==> config.mk <==
export PLATFORM = sky130hd
export DESIGN_NAME = scan_decoder
export DESIGN_NICKNAME = d
export VERILOG_FILES = /design/src/rtl/scan_decoder.sv
export SDC_FILE = /design/constraint.sdc
export NUM_CORES = 1
export LEC_CHECK = 0
export CAP_MARGIN = 20
export CORE_UTILIZATION = 50
export CTS_CLUSTER_SIZE = 10
export DETAILED_ROUTE_END_ITERATION = 10
export GPL_ROUTABILITY_DRIVEN = 0
export GPL_TIMING_DRIVEN = 0
export HOLD_SLACK_MARGIN = 0.1
export PLACE_DENSITY = 0.79
export SYNTH_ARGS = -nofsm -noshare
export SYNTH_HDL_FRONTEND = slang
export SYNTH_SLANG_ARGS = --single-unit
==> constraint.sdc <==
create_clock -name clk -period 2.9 [get_ports clk]
set_input_delay 0.29 -clock clk [delete_from_list [all_inputs] [get_ports clk]]
set_output_delay 0.29 -clock clk [all_outputs]
set_load 0.01 [all_outputs]
==> src/rtl/scan_decoder.sv <==
// scan_decoder: registered 1-of-2^SEL_W decoder with active-low enable and
// active-low strobes, plus an autonomous scan mode that steps the active
// position every div+1 clocks and flags each N-1 -> 0 rollover on wrap.
module scan_decoder #(
  parameter int SEL_W = 2,
  parameter int DIV_W = 16
) (
  input  logic                    clk,
  input  logic                    reset,
  input  logic                    g_l,
  input  logic                    mode,
  input  logic [SEL_W-1:0]        sel,
  input  logic [DIV_W-1:0]        div,
  output logic [(1<<SEL_W)-1:0]   y_l,
  output logic [SEL_W-1:0]        idx,
  output logic                    wrap
);

  logic [DIV_W-1:0] pcnt;
  logic             en_q;

  // Index, prescaler, enable and wrap state. In scan mode the >= compare
  // lets a freshly lowered div take effect on the very next edge.
  always_ff @(posedge clk) begin
    if (reset) begin
      idx  <= '0;
      pcnt <= '0;
      en_q <= 1'b0;
      wrap <= 1'b0;
    end else begin
      en_q <= ~g_l;
      if (!mode) begin
        idx  <= sel;
        pcnt <= '0;
        wrap <= 1'b0;
      end else if (g_l) begin
        // paused: hold position and prescaler so resume continues seamlessly
        wrap <= 1'b0;
      end else if (pcnt >= div) begin
        pcnt <= '0;
        idx  <= idx + SEL_W'(1);
        wrap <= &idx;
      end else begin
        pcnt <= pcnt + DIV_W'(1);
        wrap <= 1'b0;
      end
    end
  end

  // Strobes decode purely from registered state, so inputs never reach y_l
  // combinationally.
  always_comb begin
    y_l = '1;
    if (en_q) y_l[idx] = 1'b0;
  end

endmodule

# --- Word level (Yosys, flattened, before mapping) ---
# Cells that the tools add are included.
op_classes:
  n_addsub: 2
  mul: 0
  n_div: 0
  magnitude_cmp: 3
  n_eq_ne: 2
  shift: 0
  mux: 7
  bitwise: 4
  reduce_logical: 5
op_table:
  columns: ["cell", "n"]
  rows:
  - ["16-bit by 1-bit adder with 16-bit output, second input constant", 1]
  - ["16-bit >= comparator", 1]
  - ["16-bit 2-to-1 mux", 1]
  - ["2-bit 2-to-1 mux", 3]
  - ["4-bit 2-to-1 mux", 1]
  - ["4-bit inverter", 1]
  - ["2-bit AND reduction", 2]
  - ["4-bit OR reduction", 1]
  - ["2-bit by 3-bit < comparator with 1-bit output, second input constant", 1]
  - ["1-bit inverter", 3]
  - ["2-bit by 1-bit adder with 2-bit output, second input constant", 1]
  - ["1-bit demux with 2-bit select", 1]
  - ["2-bit by 1-bit >= comparator with 1-bit output, second input constant", 1]
  - ["2-bit by 1-bit inequality test with 1-bit output, second input constant", 1]
  - ["2-bit inequality test, second input constant", 1]
  - ["2-bit OR reduction", 1]
  - ["1-bit logical AND", 1]
  - ["1-bit 2-to-1 mux", 1]
word_totals:
  reg_bits: 20
  latch_bits: 0
  ramBits: 0
  romBits: 0
  inputBits: 22
  output_inout_bits: 7
  word_cells: 27
  memories: 0

# --- Depth between registers and ports, before layout ---
# Gate-level depths: netlist of run 1.
logic_depth:
  depth_word: 6
  ltp_mapped: 9
  mapped_depth_nobuf: 8

# --- Worst setup path after synthesis of run 1 ---
# Ideal clock, no wire load.
synth_timing:
  path_kind: "register to register"
  startpoint: "register pcnt[0]"
  endpoint: "register idx[1]"
  setup_ns: 0.086
  arrival_time_ns: 2.332
  required_time_ns: 2.814
  path_slack_ns: 0.483
  stages_incl_launch_ff: 9
  n_path_buf: 0
  period_less_slack_ns: 2.417
  path_cell_list: "dfxtp_1 > inv_1 > ha_1 > nand2b_4 > a2111oi_4 > o21ai_1 > a2111oi_4 > mux2_1 > a211oi_1"
synth_via:
  elab_chain_len: 3
synth_rtl:
  columns: ["item", "line_no", "text"]
  rows:
  - ["start, declared", "19", "logic [DIV_W-1:0] pcnt;"]
  - ["start signal, assigned", "44", "pcnt <= pcnt + DIV_W'(1);"]
  - ["16-bit >= comparator", "39", "end else if (pcnt >= div) begin"]
  - ["2-bit by 1-bit inequality test with 1-bit output (no source line)", null, null]
  - ["2-bit AND reduction (no source line)", null, null]
  - ["end signal, assigned", "33", "idx <= sel;"]
  - ["end signal, assigned", "41", "idx <= idx + SEL_W'(1);"]
  - ["end, declared", "15", "output logic [SEL_W-1:0] idx,"]
# No other way between the ends.
# A chain may end at the register's enable or synchronous reset.

# --- Final worst setup path of run 1 ---
layout_timing:
  startpoint: "input port div[5]"
  endpoint: "register idx[1]"
layout_via:
  elab_chain_len: 3
layout_rtl:
  columns: ["item", "line_no", "text"]
  rows:
  - ["start, declared", "13", "input logic [DIV_W-1:0] div,"]
  - ["16-bit >= comparator", "39", null]
  - ["2-bit by 1-bit inequality test with 1-bit output (no source line)", null, null]
  - ["2-bit AND reduction (no source line)", null, null]
# No other way between the ends.

==> impl.org, run 1 <==
** Run status
- Outcome :: completed

** Cells and area
- The number of antenna diodes in the final layout is 0.
- Once layout is done, the placed cells without fillers occupy 1732 µm².
- Fraction of layout instances using a drive strength above 1 :: around 5%
- Area added between synthesis and finish :: 25.70%
- Utilization of the core after routing :: between 60% and 70%
- Fill cells in the final layout number 211.
- Net count reported at finish :: between 200 and 250

** Worst setup path
- The worst setup path is captured at a flip-flop.
- STA classifies the critical path startpoint as an input pin.
- At the worst endpoint, the arrival time is 2.88 ns.
- The critical path is of the in -> reg type.
- For the worst setup path, the data required time is 3.11 ns.
- Along the worst path, the maximum fanout reaches 8.
- The startpoint identified for the worst register-to-register timing path is pcnt[0]$_SDFFE_PP0N_.
- In this run the worst setup path begins at div[5].

** Power
- Static leakage :: about 0.76 nW
- Summed over all nets, the switching power comes to between 0.1 and 0.15 mW.
- For this design the ratio of total power to cell area is between 300 and 400 nW/µm².
- Combinational logic burns around 17% of the power.
- Sw Share :: 23.34%
- Across the VDD grid, the largest voltage drop is roughly 0.24 mV.
- Sequential share of power :: a little over half
- Total power for the finished layout comes to between 0.5 and 0.6 mW.
- Cell Int Power :: 0.4070 mW
- The clock network burns between 30% and 40% of the power.

** STA
- For this run, the top clock speed supported by timing is 0.3748 GHz.
- Worst-margin pin slew :: around 0.56 ns
- Counting I/O delays and the setup requirement, the final critical path takes 2.668 ns.
- The number of endpoints with negative hold slack in the final report came to 0.
- Clock Skew :: between 0.002 and 0.003 ns
- Setup-violating endpoint count in the final report :: 0
- The number of max-slew violations in the final report is 0.
- Setup repair after global routing left no endpoint under its margin.
- Max_slew headroom :: between 60% and 70%
- After routing, the total negative slack on setup checks comes to 0 ns.
- Hold timing on the final database bottoms out at a slack of around 0.5 ns.
- Dividing the final minimum period by the clock period gives between 90 and 100%.

** Synthesis
- In the synthesized netlist, the number of instances is 165.
- For this run, asynchronously set or reset flops after synthesis account for 0%.
- Flip-flop and latch count after synthesis :: 20
- After synthesis, flip-flops and latches occupy 29.06% of the total area.
- The synthesized netlist contains 34 unique library cells.
- Cell area after synthesis :: 1378 µm²
- Net count of the mapped netlist :: roughly 210
- Predominant post-synthesis flop cell :: sky130_fd_sc_hd__dfxtp_1
- Yosys mapped a number of flops with a built-in enable equal to 0.
- Dividing the synthesized area by the synthesized cell count gives approximately 8.3 µm².
- The Yosys step of the flow raised 0 warnings.

** Clock tree
- Counting every sink on the clock net gives 20.
- Buffers added to address setup during post-CTS repair amount to 0.
- The number of gates resized after CTS was 0.
- TritonCTS built the clock tree.
- Buffers from clock root to sink, at most :: 2
- Maximum level of the CTS H-tree :: 1
- Buffers inserted to repair hold after CTS numbered 0.
- Clock tree synthesis selected as its root buffer the cell sky130_fd_sc_hd__clkbuf_4.
- Clock tree synthesis inserted a total of 3 buffers.
- The later pin in the worst-skew pair is clocked with a latency of between 0.2 and 0.3 ns.
- After clock tree synthesis, the clock-pin slew on the worst setup and hold paths is approximately 0.11 ns.

** Global routing
- Global-route wire length before repair :: around 4600 µm
- The number of global-route vias before repair is 1124.
- GRT Total Usage :: between 20% and 30%
- Global routing finished with a remaining overflow of 0.
- Maximum number of pins on one net before global-route repair :: 12
- Antenna violations before repair :: 0

** Job
- Max-cap violations in this run came to 0.

** Placement
- The count of buffers added on input and output ports is 28.
- Summed over all nets, the half-perimeter wirelength after detailed placement is between 2000 and 2500 µm.
- After detailed placement, the total cell area comes to 1695 µm².

** Drt
- Wire per inst :: ~12 µm
- Initial DRC Count :: 4
- Antenna viol nets, final :: 0
- Via density :: 5.216
- The routed design has about 2700 µm of wire.
- Total via count in the routed design :: roughly 1200
- First drt pass iteration count :: 4
- For this run, design rule violations remaining after detail routing come to 0.

** Die
- Area of the die :: 2969 µm²
- The floorplan has 18 rows.
- The die is about 54 µm wide.
- Starting utilization of the core area :: 54.13%
- 29 I/O pins were placed.
- Height of the die :: about 54 µm
- In this run the standard cell core region covers ~2500 µm².

** Min path
- Class of the tightest hold or removal check :: reg -> reg
- In this run the most critical hold path is launched from pcnt[6]$_SDFFE_PP0N_.
## cells in the final DEF (no fill, tap or decap), drive strengths merged, types with 3 or more instances in the layout
cell type	n
nand2	15
ha	21
nand3	7
nor2b	3
nor2	19
xnor2	7
xor2	5
and3	6
a21oi	8
dfxtp	20
inv	19
clkdlybuf4s50	28
clkbuf	6
o21ai	5
nor3	3
nand4	4
## final timing paths
kind	to	slack (ns)	cells after the start
max	idx[1]$_SDFFE_PP0P_	0.23	9
min	pcnt[6]$_SDFFE_PP0N_	0.51	2
max reg2reg	idx[1]$_SDFFE_PP0P_	0.25	8
min reg2reg	pcnt[6]$_SDFFE_PP0N_	0.51	2
## cell usage after synthesis, drive strengths merged (2+ instances only)
master | n | area share, %
ha | 21 | 19
dfxtp | 20 | 29
inv | 19 | 5.2
nor2 | 19 | 5.2
nand2 | 15 | 4.1
a21oi | 8 | 2.9
nand3 | 7 | 2.5
xnor2 | 7 | 4.5
and3 | 6 | 2.7
o21ai | 5 | 2.1
xor2 | 5 | 3.2
nand4 | 4 | 1.8
nor2b | 3 | 1.4
nor3 | 3 | 1.1
a2111oi | 2 | 4.0
a211oi | 2 | 1.1
a21o | 2 | 1.1
clkbuf | 2 | 0.55
nand2b | 2 | 1.5
o21a | 2 | 1.1
## layout make-up
cell class / instances / area (µm²) / share of cell area (%)
multi-input cells: 123 / 893.4 / 51.59
flip-flops and latches: 20 / 400.4 / 23.12
repair buffers: 28 / 280.3 / 16.18
inverters: 19 / 71.32 / 4.118
well taps: 30 / 37.54 / 2.168
clock buffers: 4 / 36.28 / 2.095
plain buffers: 3 / 12.51 / 0.7225
## routing by layer
layer	GRT usage, %	vias up	part of all wire (%)
met4	8.547	0	1.1
li1	-	623	-
met2	38.82	21	49
met1	24.66	538	46
met5	0	-	0
met3	3.889	2	3.8
## registers in the layout (all words and copies together) (netlist names)
name	flops
pcnt	16
wrap	1
en_q	1
idx	2
## critical path, stage by stage
cell                              delay [ns]
sky130_fd_sc_hd__clkdlybuf4s50_1        0.46
sky130_fd_sc_hd__inv_1                  0.04
sky130_fd_sc_hd__ha_1                   0.27
sky130_fd_sc_hd__or3_1                  0.36
sky130_fd_sc_hd__a21oi_1                0.16
sky130_fd_sc_hd__nor3_1                 0.10
sky130_fd_sc_hd__a2111oi_4              0.59
sky130_fd_sc_hd__mux2_1                 0.37
sky130_fd_sc_hd__a211oi_1               0.23
## cell families after synthesis
logic type	share of synthesized area (%)
and+or+nand+nor	23.89
AOI/OAI and AO/OA	13.44
buffers and inverters	6.085
adders and majority gates	19.07
DFF	29.06
xor gates and xnor gates	7.629
muxes	0.8174
## power groups by stage
| stage | clock (mW) | combinational, mW | sequential (mW) |
|---|---|---|---|
| finish | 0.159 | 0.0880 | 0.283 |
| global route | 0.175 | 0.0974 | 0.284 |
| CTS | 0.163 | 0.0891 | 0.283 |
| detailed placement | 0 | 0.0887 | 0.289 |
| global placement | 0 | 0.0839 | 0.289 |
| floorplan | 0 | 0.0407 | 0.289 |
## per-stage QoR
step | setup WS (ns) | instances
2_1_floorplan | 0.4827 | 165
3_3_place_gp | -0.08508 | 223
3_5_place_dp | -0.09719 | 223
4_1_cts | 0.1638 | 227
5_1_grt | 0.04507 | 227
6_report | 0.2320 | 227
No activity file was read; power rests on OpenSTA's default activity.
==> run 2, diff against run 1 <==
--- a/config.mk
+++ b/config.mk
@@ -6,13 +6,13 @@
 export NUM_CORES = 1
 export LEC_CHECK = 0
 export CAP_MARGIN = 20
-export CORE_UTILIZATION = 50
+export CORE_UTILIZATION = 54
 export CTS_CLUSTER_SIZE = 10
 export DETAILED_ROUTE_END_ITERATION = 10
 export GPL_ROUTABILITY_DRIVEN = 0
 export GPL_TIMING_DRIVEN = 0
 export HOLD_SLACK_MARGIN = 0.1
-export PLACE_DENSITY = 0.79
+export PLACE_DENSITY = 0.84
 export SYNTH_ARGS = -nofsm -noshare
 export SYNTH_HDL_FRONTEND = slang
 export SYNTH_SLANG_ARGS = --single-unit
==> constraint.sdc (replaced) <==
create_clock -name clk -period 3.4 [get_ports clk]
set_input_delay 0.34 -clock clk [delete_from_list [all_inputs] [get_ports clk]]
set_output_delay 0.34 -clock clk [all_outputs]
set_load 0.01 [all_outputs]
==> impl.org, run 2 (synthesized netlist as in run 1, its figures left out) <==
** Power
- Power density relative to cell area :: 264.5 nW/µm² (was 306.6 nW/µm²)
- Power after layout :: 0.4574 mW (was 0.5309 mW)
- The peak supply drop was 0.2150 mV (was 0.2375 mV).
- Static leakage :: 0.7558 nW (about the same)

** Clock tree
- The clock insertion delay at the later pin of the skew report is 0.30 ns (was 0.29 ns).
- Sink Count :: 20 (unchanged)
- Number of hold buffers added after cts :: 0 (unchanged)
- Clock tree from TritonCTS :: built (unchanged)
- The post-cts resize count came to 0 (unchanged).
- The clock-pin transition on the worst setup and hold timing paths was 0.11 ns (about the same).
- The number of buffers inserted during clock tree synthesis came to 3 (unchanged).
- Buffers from clock root to sink, at most :: 2 (unchanged)
- The maximum level of the CTS H-tree is 1 (unchanged).
- Setup fix buffers added after clock tree synthesis :: 0 (unchanged)
- Clock tree root driver cell :: sky130_fd_sc_hd__clkbuf_4 (unchanged)

** STA
- Max_slew headroom :: 64.18% (was 62.88%)
- Sum of negative setup slack :: 0 ns (unchanged)
- Dividing the final minimum period by the clock period gives about four fifths.
- The number of max-slew violations in the final report came to 0 (unchanged).
- Unrepaired setup endpoints after global routing :: false (unchanged)
- For this run, the top clock speed supported by timing is roughly 0.37 GHz.
- For the finished layout, the period the worst path requires is ~2.7 ns.
- The final setup slack of the worst path is 0.6958 ns (was 0.2320 ns).
- Clock Skew :: 0.003546 ns (was 0.002945 ns)
- The number of endpoints with negative hold slack in the final report was 0 (unchanged).
- Worst-margin pin slew :: 0.5372 ns (was 0.5568 ns)
- Setup-violating endpoint count in the final report :: 0 (unchanged)

** Drt
- The number of vias after detailed routing came to 1223 (was 1184).
- Antenna viol nets, final :: 0 (unchanged)
- Wire length after detailed routing :: 2878 µm (was 2717 µm)
- The wire length per cell after detailed routing was 12.79 µm (was 11.97 µm).
- First drt pass iteration count :: 4 (unchanged)
- Initial DRC Count :: 30 (was 4)
- DRC violation count after routing :: 0 (unchanged)
- Via density :: 5.436 (was 5.216)

** Placement
- The detailed placement HPWL came to 2308 µm (was 2230 µm).
- The quantity of I/O buffers inserted on ports is 28 (unchanged).
- Worst slack, placed :: 0.3178 ns (was -0.09719 ns)

** Worst setup path
- Cell-by-cell trace of the critical path :: clkdlybuf4s50_1 > inv_1 > ha_1 > a21o_1 > a211oi_1 > o21ai_1 > a2111oi_4 > mux2_1 > a211oi_1 (was clkdlybuf4s50_1 > inv_1 > ha_1 > or3_1 > a21oi_1 > nor3_1 > a2111oi_4 > mux2_1 > a211oi_1)
- The slowest stage cell on the critical path is sky130_fd_sc_hd__a2111oi_4 (unchanged).
- Slowest stage delay, CP :: 0.60 ns (was 0.59 ns)
- The count of buffering cells on the critical path with inverters included was 2 (unchanged).
- Arrival time of the worst setup path :: 2.94 ns (was 2.88 ns)
- Kind of launch point of the worst setup path :: input pin (unchanged)
- The top cell family by delay on the critical path was compound AO/OA/AOI/OAI gates (unchanged).
- Data required time at the worst endpoint :: 3.63 ns (was 3.11 ns)
- The worst-path maximum fanout was 8 (unchanged).
- Most frequent cell on the critical path :: sky130_fd_sc_hd__a211oi_1
- Critical path class :: in -> reg (unchanged)
- The type of destination of the critical path is a flip-flop (unchanged).

** Min path
- Class of the tightest hold or removal check :: reg -> reg (unchanged)

** Global routing
- The global-route wire length before repair was 4733 µm (was 4554 µm).
- The remaining global-route overflow was 0 (unchanged).
- The number of global-route vias before repair was 1182 (was 1124).
- The global-route usage over all layers is 23.01% (was 21.50%).
- The largest net degree at the start of global routing was 12 (unchanged).
- Antenna violations before repair :: 0 (unchanged)

** Run status
- Outcome :: completed (unchanged)

** Die
- The placeable core region came to 2297 µm² (was 2545 µm²).
- Die outline width :: 52.51 µm (was 54.49 µm)
- The number of rows in the core area was 17 (was 18).
- Height of the die :: 52.51 µm (was 54.49 µm)
- Starting utilization of the core area :: 59.97% (was 54.13%)
- The total die area came to 2757 µm² (was 2969 µm²).
- The number of I/O pins was 29 (unchanged).

** Cells and area
- Most common cell after layout, fill and taps aside :: sky130_fd_sc_hd__clkdlybuf4s50_1 (unchanged)
- The final layout net count came to 241 (unchanged).
- Leading cell types in the layout, fill and taps excluded: sky130_fd_sc_hd__clkdlybuf4s50_1, sky130_fd_sc_hd__ha_1, sky130_fd_sc_hd__dfxtp_1, sky130_fd_sc_hd__inv_1, sky130_fd_sc_hd__nor2_1 (unchanged).
- The register with the highest flop count is pcnt (unchanged).
- The layout cell share with drive strength beyond 1 was 5.076% (unchanged).
- Diode count :: 0 (unchanged)
- Largest register FFs :: 16 (unchanged)
- Registers with the most flip-flops :: pcnt: 16 flops, idx: 2 flops (unchanged)
- The signed area change from the synthesized netlist to the final layout came to 25.52% (was 25.70%).

** Job
- Count of max-cap constraint violations :: 0 (unchanged)
-- run 2: cell counts in the layout (fill, tap and decap cells not counted) --
No cell type changed its count.
-- run 2: metrics by stage --
step / cells / hold WS [ns] / cell area, µm² / utilization [%]
6_report: 225 / 0.5124 / 1729 / 75.27
2_1_floorplan: 165 / 0.4067 / 1378 / -
4_1_cts: 225 / 0.5097 / 1729 / 75.27
3_5_place_dp: 221 / 0.4939 / 1693 / 73.69
5_1_grt: 225 / 0.5534 / 1729 / 75.27
3_3_place_gp: 221 / 0.4784 / 1693 / 73.69
-- run 2: area by class of cell --
| type | count | area [µm²] |
|---|---|---|
| clock buffers | 4 | 36.28 |
| plain buffers | 3 | 12.51 |
| inverters | 19 | 71.32 |
| well taps | 28 | 35.03 |
| fillers | 188 | 568.0 |
| multi-input cells | 123 | 893.4 |
| flip-flops and latches | 20 | 400.4 |
| repair buffers | 28 | 280.3 |
-- run 2: worst reg2reg max path: stages (launching register included) --
cell	delay (ns)
sky130_fd_sc_hd__dfxtp_1	0.43
sky130_fd_sc_hd__inv_1	0.07
sky130_fd_sc_hd__ha_1	0.27
sky130_fd_sc_hd__nand2b_4	0.15
sky130_fd_sc_hd__a2111oi_4	0.33
sky130_fd_sc_hd__o21ai_1	0.17
sky130_fd_sc_hd__a2111oi_4	0.60
sky130_fd_sc_hd__mux2_1	0.38
sky130_fd_sc_hd__a211oi_1	0.22
-- run 2: worst paths after layout --
path / from / to / slack [ns] / depth (start not counted)
min reg2reg: pcnt[2]$_SDFFE_PP0N_ / pcnt[2]$_SDFFE_PP0N_ / 0.51 / 2
max reg2reg: pcnt[0]$_SDFFE_PP0N_ / idx[1]$_SDFFE_PP0P_ / 0.71 / 8
min: pcnt[2]$_SDFFE_PP0N_ / pcnt[2]$_SDFFE_PP0N_ / 0.51 / 2
max: div[6] / idx[1]$_SDFFE_PP0P_ / 0.70 / 9
-- run 2: per-layer routing --
metal  global-route usage, %  part of all wire, %  up-vias
li1                        -                    -      621
met1                   25.57                   45      570
met2                   43.25                   49       30
met3                   4.348                  4.8        2
met4                   7.018                 0.52        0
met5                       0                    0        -
-- run 2: where the power goes --
group / switching [mW] / total [mW] / internal, mW / leakage, nW
combinational: 0.0310 / 0.0755 / 0.0445 / 0.573
sequential: 0.00449 / 0.242 / 0.237 / 0.162
clock: 0.0748 / 0.140 / 0.0654 / 0.0210
